[config.mk]
export PLATFORM = sky130hd
export DESIGN_NAME = spi_slave_responder_flat
export DESIGN_NICKNAME = d
export VERILOG_FILES = /design/src/rtl/spi_pkg.sv /design/src/rtl/spi_slave_responder_if.sv /design/src/rtl/spi_sync_edge.sv /design/src/rtl/spi_slave_responder.sv /design/src/flat_wrapper.sv
export SDC_FILE = /design/constraint.sdc
export NUM_CORES = 1
export LEC_CHECK = 0
export CORE_ASPECT_RATIO = 0.9
export CORE_MARGIN = 3
export CORE_UTILIZATION = 25
export CTS_BUF_LIST = sky130_fd_sc_hd__clkbuf_4 sky130_fd_sc_hd__clkbuf_8
export DETAILED_ROUTE_END_ITERATION = 10
export PLACE_DENSITY_LB_ADDON = 0.2
export REMOVE_ABC_BUFFERS = 1
export SETUP_SLACK_MARGIN = 0.15
export SYNTH_ARGS = -nofsm -noshare
export SYNTH_HDL_FRONTEND = slang
export SYNTH_SLANG_ARGS = --single-unit
[constraint.sdc]
create_clock -name CLOCK -period 6.53 [get_ports CLOCK]
set_input_delay 1.306 -clock CLOCK [delete_from_list [all_inputs] [get_ports CLOCK]]
set_output_delay 1.306 -clock CLOCK [all_outputs]
set_load 0.01 [all_outputs]
[src/rtl/spi_pkg.sv]
// Shared definitions for the SPI target-side responder.
// Holds the frame width, the chip-select idle level and the FSM state encoding.
// Ports: none (package).
package spi_pkg;

    localparam int FRAME_BITS = 32;

    // Chip select is active-low, so the bus is idle while CS is high.
    localparam logic CS_IDLE_LEVEL = 1'b1;

    // Bit counter is 6 bits and saturates one past a full frame, so that
    // any overlong frame stays distinguishable from a good one.
    localparam int         BIT_CNT_W   = 6;
    localparam logic [5:0] BIT_CNT_SAT = 6'd33;

    typedef enum logic [1:0] {
        WAIT_IDLE = 2'd0,
        IDLE      = 2'd1,
        ACTIVE    = 2'd2
    } state_e;

endpackage

[src/rtl/spi_slave_responder_if.sv]
// Bundle of SPI pins plus the local-logic side of the responder.
// Ports: slave modport (responder view), master modport (bench / board master view).
// Optional FRAME_CNT signal exists only when SPI_SLAVE_FRAME_CNT_EN is defined.
interface spi_slave_responder_if
`ifdef SPI_SLAVE_FRAME_CNT_EN
    #(parameter int CNT_W = 16)
`endif
    ;
    import spi_pkg::*;

    logic                  SPI_SCLK;
    logic                  SPI_CS;
    logic                  SPI_MOSI;
    logic                  SPI_MISO;
    logic [FRAME_BITS-1:0] TX_DATA;
    logic                  TX_TAKEN;
    logic [FRAME_BITS-1:0] RX_DATA;
    logic                  RX_VALID;
    logic                  RX_ERR;
`ifdef SPI_SLAVE_FRAME_CNT_EN
    logic [CNT_W-1:0]      FRAME_CNT;
`endif

    modport slave (
        input  SPI_SCLK, SPI_CS, SPI_MOSI, TX_DATA,
        output SPI_MISO, TX_TAKEN, RX_DATA, RX_VALID, RX_ERR
`ifdef SPI_SLAVE_FRAME_CNT_EN
        , output FRAME_CNT
`endif
    );

    modport master (
        output SPI_SCLK, SPI_CS, SPI_MOSI, TX_DATA,
        input  SPI_MISO, TX_TAKEN, RX_DATA, RX_VALID, RX_ERR
`ifdef SPI_SLAVE_FRAME_CNT_EN
        , input FRAME_CNT
`endif
    );

endinterface

[src/rtl/spi_sync_edge.sv]
// Two-flop synchroniser plus one history flop for edge detection.
// Ports: clk_i/rst_i, async input d_i; synced level_o, one-cycle rise_o/fall_o pulses.
// RST_VAL sets the reset value of every flop in the chain.
module spi_sync_edge #(
    parameter logic RST_VAL = 1'b0
) (
    input  logic clk_i,
    input  logic rst_i,
    input  logic d_i,
    output logic level_o,
    output logic rise_o,
    output logic fall_o
);

    logic meta_q;
    logic sync_q;
    logic hist_q;

    always_ff @(posedge clk_i or posedge rst_i) begin
        if (rst_i) begin
            meta_q <= RST_VAL;
            sync_q <= RST_VAL;
            hist_q <= RST_VAL;
        end else begin
            meta_q <= d_i;
            sync_q <= meta_q;
            hist_q <= sync_q;
        end
    end

    assign level_o = sync_q;
    assign rise_o  = sync_q & ~hist_q;
    assign fall_o  = ~sync_q & hist_q;

endmodule

[src/rtl/spi_slave_responder.sv]
// SPI mode-0 target: oversamples SCLK/CS/MOSI, captures 32-bit frames, shifts a response on MISO.
// Ports: CLOCK, RESET (async active-high), bus (slave modport: SPI pins, TX_DATA/TX_TAKEN,
// RX_DATA/RX_VALID/RX_ERR). Define SPI_SLAVE_FRAME_CNT_EN to add the FRAME_CNT good-frame counter.
module spi_slave_responder
    import spi_pkg::*;
#(
    parameter int FRAME_BITS = 32,
    parameter int CNT_W      = 16
) (
    input  logic                 CLOCK,
    input  logic                 RESET,
    spi_slave_responder_if.slave bus
);

    if (FRAME_BITS != 32) begin : g_bad_frame_bits
        $error("spi_slave_responder: FRAME_BITS must be 32");
    end
    if (CNT_W < 1) begin : g_bad_cnt_w
        $error("spi_slave_responder: CNT_W must be at least 1");
    end

    localparam logic [BIT_CNT_W-1:0] FULL_CNT = BIT_CNT_W'(FRAME_BITS);

    // ------------------------------------------------------------------
    // Input synchronisers
    // ------------------------------------------------------------------
    logic sclk_lvl, sclk_rise, sclk_fall;
    logic cs_lvl, cs_rise, cs_fall;
    logic mosi_lvl, mosi_rise, mosi_fall;

    spi_sync_edge #(.RST_VAL(1'b0)) u_sync_sclk (
        .clk_i(CLOCK), .rst_i(RESET), .d_i(bus.SPI_SCLK),
        .level_o(sclk_lvl), .rise_o(sclk_rise), .fall_o(sclk_fall)
    );

    spi_sync_edge #(.RST_VAL(CS_IDLE_LEVEL)) u_sync_cs (
        .clk_i(CLOCK), .rst_i(RESET), .d_i(bus.SPI_CS),
        .level_o(cs_lvl), .rise_o(cs_rise), .fall_o(cs_fall)
    );

    spi_sync_edge #(.RST_VAL(1'b0)) u_sync_mosi (
        .clk_i(CLOCK), .rst_i(RESET), .d_i(bus.SPI_MOSI),
        .level_o(mosi_lvl), .rise_o(mosi_rise), .fall_o(mosi_fall)
    );

    logic unused_sync_bits;
    assign unused_sync_bits = ^{sclk_lvl, mosi_rise, mosi_fall};

    // ------------------------------------------------------------------
    // State and datapath registers
    // ------------------------------------------------------------------
    state_e                  state_q, state_d;
    logic [1:0]              prime_q, prime_d;
    logic [FRAME_BITS-1:0]   tx_sh_q, tx_sh_d;
    logic [FRAME_BITS-1:0]   rx_sh_q, rx_sh_d;
    logic [BIT_CNT_W-1:0]    cnt_q, cnt_d;
    logic [FRAME_BITS-1:0]   rx_data_q, rx_data_d;
    logic                    tx_taken_q, tx_taken_d;
    logic                    rx_valid_q, rx_valid_d;
    logic                    rx_err_q, rx_err_d;
    logic                    miso;

    // The CS synchroniser resets to the idle level, so right after reset it
    // reads "idle" even if the pin is low. Hold WAIT_IDLE until the whole
    // chain has been refilled from the pin; otherwise a frame already in
    // progress would look like a fresh CS fall.
    logic primed;
    assign primed = (prime_q == 2'd3);

    always_ff @(posedge CLOCK or posedge RESET) begin
        if (RESET) begin
            state_q <= WAIT_IDLE;
        end else begin
            state_q <= state_d;
        end
    end

    always_comb begin
        state_d = state_q;
        unique case (state_q)
            WAIT_IDLE: if (primed && (cs_lvl == CS_IDLE_LEVEL)) state_d = IDLE;
            IDLE:      if (cs_fall) state_d = ACTIVE;
            ACTIVE:    if (cs_rise) state_d = IDLE;
            default:   state_d = WAIT_IDLE;
        endcase
    end

    always_comb begin
        prime_d    = primed ? prime_q : prime_q + 2'd1;
        tx_sh_d    = tx_sh_q;
        rx_sh_d    = rx_sh_q;
        cnt_d      = cnt_q;
        rx_data_d  = rx_data_q;
        tx_taken_d = 1'b0;
        rx_valid_d = 1'b0;
        rx_err_d   = 1'b0;
        miso       = 1'b0;

        case (state_q)
            IDLE: begin
                if (cs_fall) begin
                    tx_sh_d    = bus.TX_DATA;
                    tx_taken_d = 1'b1;
                    cnt_d      = '0;
                end
            end
            ACTIVE: begin
                miso = tx_sh_q[FRAME_BITS-1];
                // CS rise takes priority over a coincident SCLK edge.
                if (cs_rise) begin
                    if (cnt_q == FULL_CNT) begin
                        rx_data_d  = rx_sh_q;
                        rx_valid_d = 1'b1;
                    end else begin
                        rx_err_d = 1'b1;
                    end
                end else if (sclk_rise) begin
                    rx_sh_d = {rx_sh_q[FRAME_BITS-2:0], mosi_lvl};
                    if (cnt_q != BIT_CNT_SAT) begin
                        cnt_d = cnt_q + BIT_CNT_W'(1);
                    end
                end else if (sclk_fall) begin
                    // Zero-fill so bits past the frame end go out as 0.
                    tx_sh_d = {tx_sh_q[FRAME_BITS-2:0], 1'b0};
                end
            end
            default: ;
        endcase
    end

    always_ff @(posedge CLOCK or posedge RESET) begin
        if (RESET) begin
            prime_q    <= '0;
            tx_sh_q    <= '0;
            rx_sh_q    <= '0;
            cnt_q      <= '0;
            rx_data_q  <= '0;
            tx_taken_q <= 1'b0;
            rx_valid_q <= 1'b0;
            rx_err_q   <= 1'b0;
        end else begin
            prime_q    <= prime_d;
            tx_sh_q    <= tx_sh_d;
            rx_sh_q    <= rx_sh_d;
            cnt_q      <= cnt_d;
            rx_data_q  <= rx_data_d;
            tx_taken_q <= tx_taken_d;
            rx_valid_q <= rx_valid_d;
            rx_err_q   <= rx_err_d;
        end
    end

    assign bus.SPI_MISO = miso;
    assign bus.TX_TAKEN = tx_taken_q;
    assign bus.RX_DATA  = rx_data_q;
    assign bus.RX_VALID = rx_valid_q;
    assign bus.RX_ERR   = rx_err_q;

`ifdef SPI_SLAVE_FRAME_CNT_EN
    // Steps together with RX_VALID so the new count is visible in the pulse cycle.
    logic [CNT_W-1:0] frame_cnt_q;

    always_ff @(posedge CLOCK or posedge RESET) begin
        if (RESET) begin
            frame_cnt_q <= '0;
        end else if (rx_valid_d) begin
            frame_cnt_q <= frame_cnt_q + CNT_W'(1);
        end
    end

    assign bus.FRAME_CNT = frame_cnt_q;
`endif

endmodule

[src/flat_wrapper.sv]
// flat-port wrapper written by rule: the top's interface ports become plain ports
module spi_slave_responder_flat import spi_pkg::*;
#(
    parameter int FRAME_BITS = 32,
    parameter int CNT_W      = 16
)
  (CLOCK, RESET, bus_SPI_SCLK, bus_SPI_CS, bus_SPI_MOSI, bus_TX_DATA, bus_SPI_MISO, bus_TX_TAKEN, bus_RX_DATA, bus_RX_VALID, bus_RX_ERR);
  spi_slave_responder_if bus_i ();
  input  logic CLOCK;
  input  logic RESET;
  input wire logic [$bits(bus_i.SPI_SCLK)-1:0] bus_SPI_SCLK;
  input wire logic [$bits(bus_i.SPI_CS)-1:0] bus_SPI_CS;
  input wire logic [$bits(bus_i.SPI_MOSI)-1:0] bus_SPI_MOSI;
  input wire logic [$bits(bus_i.TX_DATA)-1:0] bus_TX_DATA;
  output wire logic [$bits(bus_i.SPI_MISO)-1:0] bus_SPI_MISO;
  output wire logic [$bits(bus_i.TX_TAKEN)-1:0] bus_TX_TAKEN;
  output wire logic [$bits(bus_i.RX_DATA)-1:0] bus_RX_DATA;
  output wire logic [$bits(bus_i.RX_VALID)-1:0] bus_RX_VALID;
  output wire logic [$bits(bus_i.RX_ERR)-1:0] bus_RX_ERR;
  assign bus_i.SPI_SCLK = bus_SPI_SCLK;
  assign bus_i.SPI_CS = bus_SPI_CS;
  assign bus_i.SPI_MOSI = bus_SPI_MOSI;
  assign bus_i.TX_DATA = bus_TX_DATA;
  assign bus_SPI_MISO = bus_i.SPI_MISO;
  assign bus_TX_TAKEN = bus_i.TX_TAKEN;
  assign bus_RX_DATA = bus_i.RX_DATA;
  assign bus_RX_VALID = bus_i.RX_VALID;
  assign bus_RX_ERR = bus_i.RX_ERR;
  spi_slave_responder #(.FRAME_BITS(FRAME_BITS), .CNT_W(CNT_W)) u_core (.CLOCK(CLOCK), .RESET(RESET), .bus(bus_i));
endmodule
==> results.toml <==
[outcome]
status = "complete, no violations"

[sta]
fin_tns_setup_ns = 0
max_slew_margin_pct = 22.5
worst_slew_pin_slew_ns = 1.16
drv_slew = 0
timing.final.crit_share_pct = 59.1
min_period_ns = 3.86
max_freq_mhz = 259
fin_skew_ns = 0.0125
final_hold_viol_count = 0
setup-violations-final = 0
rsz0062_at_grt = "no"
holdWs_ns = 0.349

[cells_and_area]
fin_util_pct = 32.2
final_nets = 457
drive_gt1_share_pct = 40.7
fin_cells = 680
antenna_cells = 0
synthToLayoutAreaGrowth_pct = 25.9

[floorplan]
pin_count = 73
die_w_um = 157
rows = 49
die_y_um = 142
start_util_pct = 25.6
core_area_mm2 = 0.0200
die-area_mm2 = 0.0223

[power]
power_density_mw_per_mm2 = 313
intPower_mw = 1.45
pwr-share-comb_pct = 23.4
clkPwrFrac_pct = 31.9
net-switching-power_mw = 0.570
p_leak_nw = 2.89
seqPwrFrac_pct = 44.8
finalPower_mw = 2.02
peakVddDrop_mv = 0.135
p_sw_share_pct = 28.2

[synth]
synth_cell_types = 42
synthTopCellsByArea = "dfrtp_1, mux2_2, mux2_4"
netlist_area_mm2 = 0.00512
yosysSeqAreaShare_pct = 57.2
async_flop_share_pct = 100
yosysMostFrequentCell = "dfrtp_1"
yosys_warnings = 0
yosysTopAreaCell = "dfrtp_1"
synthCells = 336
synth_top_flop_cell = "dfrtp_1"
synth-edff-count = 0
netlist.area_leader.share_pct = 55.7
ys_top_cells_by_count = "dfrtp_1, mux2_2, mux2_4"
ys_seq_elements = 117
syn_avg_cell_area_um2 = 15.3

[clocking]
cts_max_path_buffers = 2
clock-sinks = 117
ctsHoldBuffers = 0
cts-root-buf = "clkbuf_8"
cts_made_buffers = 17
post_cts_resized = 0
cts_setup_buffers = 0
h-tree-depth = 4
clkTransAtPathRegs_ns = 0.07
clk_latency_ns = 0.44
cts_tree = "yes"

[grt]
antenna_found_initial = 0
grt_pass1_vias = 3270
gr-total-overflow = 0
grt_usage_pct = 9.91
grt_max_degree = 71
grt_pass1_wl_mm = 17.2

[routing]
dr.pass1.iters = 4
num_vias = 2893
drc = 0
vias_per_cell = 4.25
first_iter_violations = 95
post_drt_wl_per_cell_um = 15.1
drt-total-wl_mm = 10.3
postRouteAntennaNets = 0

[worst_setup_path]
crit_fanout = 43
cp.required_ns = 5.22
critPathLaunchType = "flip-flop"
cp.arrival_ns = 2.55
crit_path_end_kind = "primary output"
worstSetupPathType = "reg -> out"

[flow_run]
maxCapViolCount = 0

[place]
dp_hpwl_mm = 6.40
dp_cells = 649
gp_congestion = 0.702
place.port_buffers = 72

[min_path]
hp-class = "reg -> reg"
==> through the flow <==
stage,setup WS [ns],area (um^2)
CTS,2.62,6450
floorplan,2.13,5000
detailed placement,3.11,6070
global placement,3.11,6070
global route,2.49,6450
finish,2.67,6450
==> worst max-delay path, stage by stage, from the launching register on <==
cell and delay (ns):
dfrtp_1 0.40, inv_1 0.09, ha_2 0.84, and2_1 0.24, clkdlybuf4s50_1 0.53
==> cells by family after synthesis <==
kind of cell / Yosys count / synth area share (%)
muxes: 129 / 30.4
AOI/OAI and AO/OA: 23 / 3.25
xor gates and xnor gates: 1 / 0.171
adders and majority gates: 7 / 1.71
buffers and inverters: 26 / 3.20
and+or+nand+nor: 33 / 4.05
DFF: 117 / 57.2
==> layout make-up <==
| type | count | area (um^2) |
|---|---|---|
| inverters | 11 | 43.8 |
| flip-flops and latches | 117 | 2930 |
| clock buffers | 18 | 248 |
| well taps | 255 | 319 |
| multi-input cells | 193 | 2040 |
| fillers | 1981 | 13600 |
| repair buffers | 73 | 728 |
| clock inverters | 13 | 135 |
==> sequential cells by signal, indices dropped and copies added, names as in the netlist, 2 cells and up <==
signal and flops:
u_core.cnt_q 6, u_core.rx_sh_q 32, u_core.bus.RX_DATA 32, u_core.prime_q 2
u_core.tx_sh_q 32, u_core.state_q 2
==> placed cells by master (no fill, tap or decap), drive strengths merged, types with 2 or more instances in the layout <==
| master | n |
|---|---|
| or2 | 4 |
| dfrtp | 114 |
| nor2 | 4 |
| nand3 | 3 |
| clkinvlp | 5 |
| nand2b | 5 |
| mux2i | 2 |
| inv | 11 |
| clkinv | 6 |
| and2 | 2 |
| o41ai | 2 |
| o31ai | 2 |
| bufinv | 2 |
| clkbuf | 18 |
| mux2 | 127 |
| a21oi | 4 |
| nand2 | 6 |
| o211ai | 3 |
| o21ai | 5 |
| ha | 7 |
| clkdlybuf4s50 | 72 |
| nand4 | 2 |
| dfstp | 3 |
==> power by group through the flow <==
| stage | Combinational [mW] | Clock [mW] | Sequential [mW] |
|---|---|---|---|
| 3_5_place_dp | 0.482 | 0 | 0.919 |
| 4_1_cts | 0.483 | 0.671 | 0.905 |
| 2_1_floorplan | 0.374 | 0 | 0.899 |
| 3_3_place_gp | 0.473 | 0 | 0.913 |
| 5_1_grt | 0.525 | 0.706 | 0.920 |
| 6_report | 0.472 | 0.644 | 0.904 |
==> per-layer routing <==
layer	track usage (%)	share of wire, %	vias up	wire (um)
met5	0	0	-	0
met4	3.87	1.1	0	118
met2	14.6	44	60	4540
li1	-	-	1354	-
met1	12.9	48	1467	4940
met3	4.21	6.5	12	669
==> final timing paths <==
check | from | endpoint | slack (ns) | cells past startpoint
worst max-delay path | u_core.state_q[0] | bus_SPI_MISO | 2.67 | 4
worst min-delay path | u_core.u_sync_sclk.meta_q | u_core.u_sync_sclk.level_o | 0.35 | 0
worst max register to register | u_core.state_q[0] | u_core.bus.RX_DATA[6] | 3.45 | 6
worst min register to register | u_core.u_sync_sclk.meta_q | u_core.u_sync_sclk.level_o | 0.35 | 0
max in group asynchronous | RESET | u_core.rx_sh_q[12] | 3.99 | 3
min in group asynchronous | RESET | u_core.bus.TX_TAKEN | 1.40 | 2
Power figures use the tool's default switching activity.
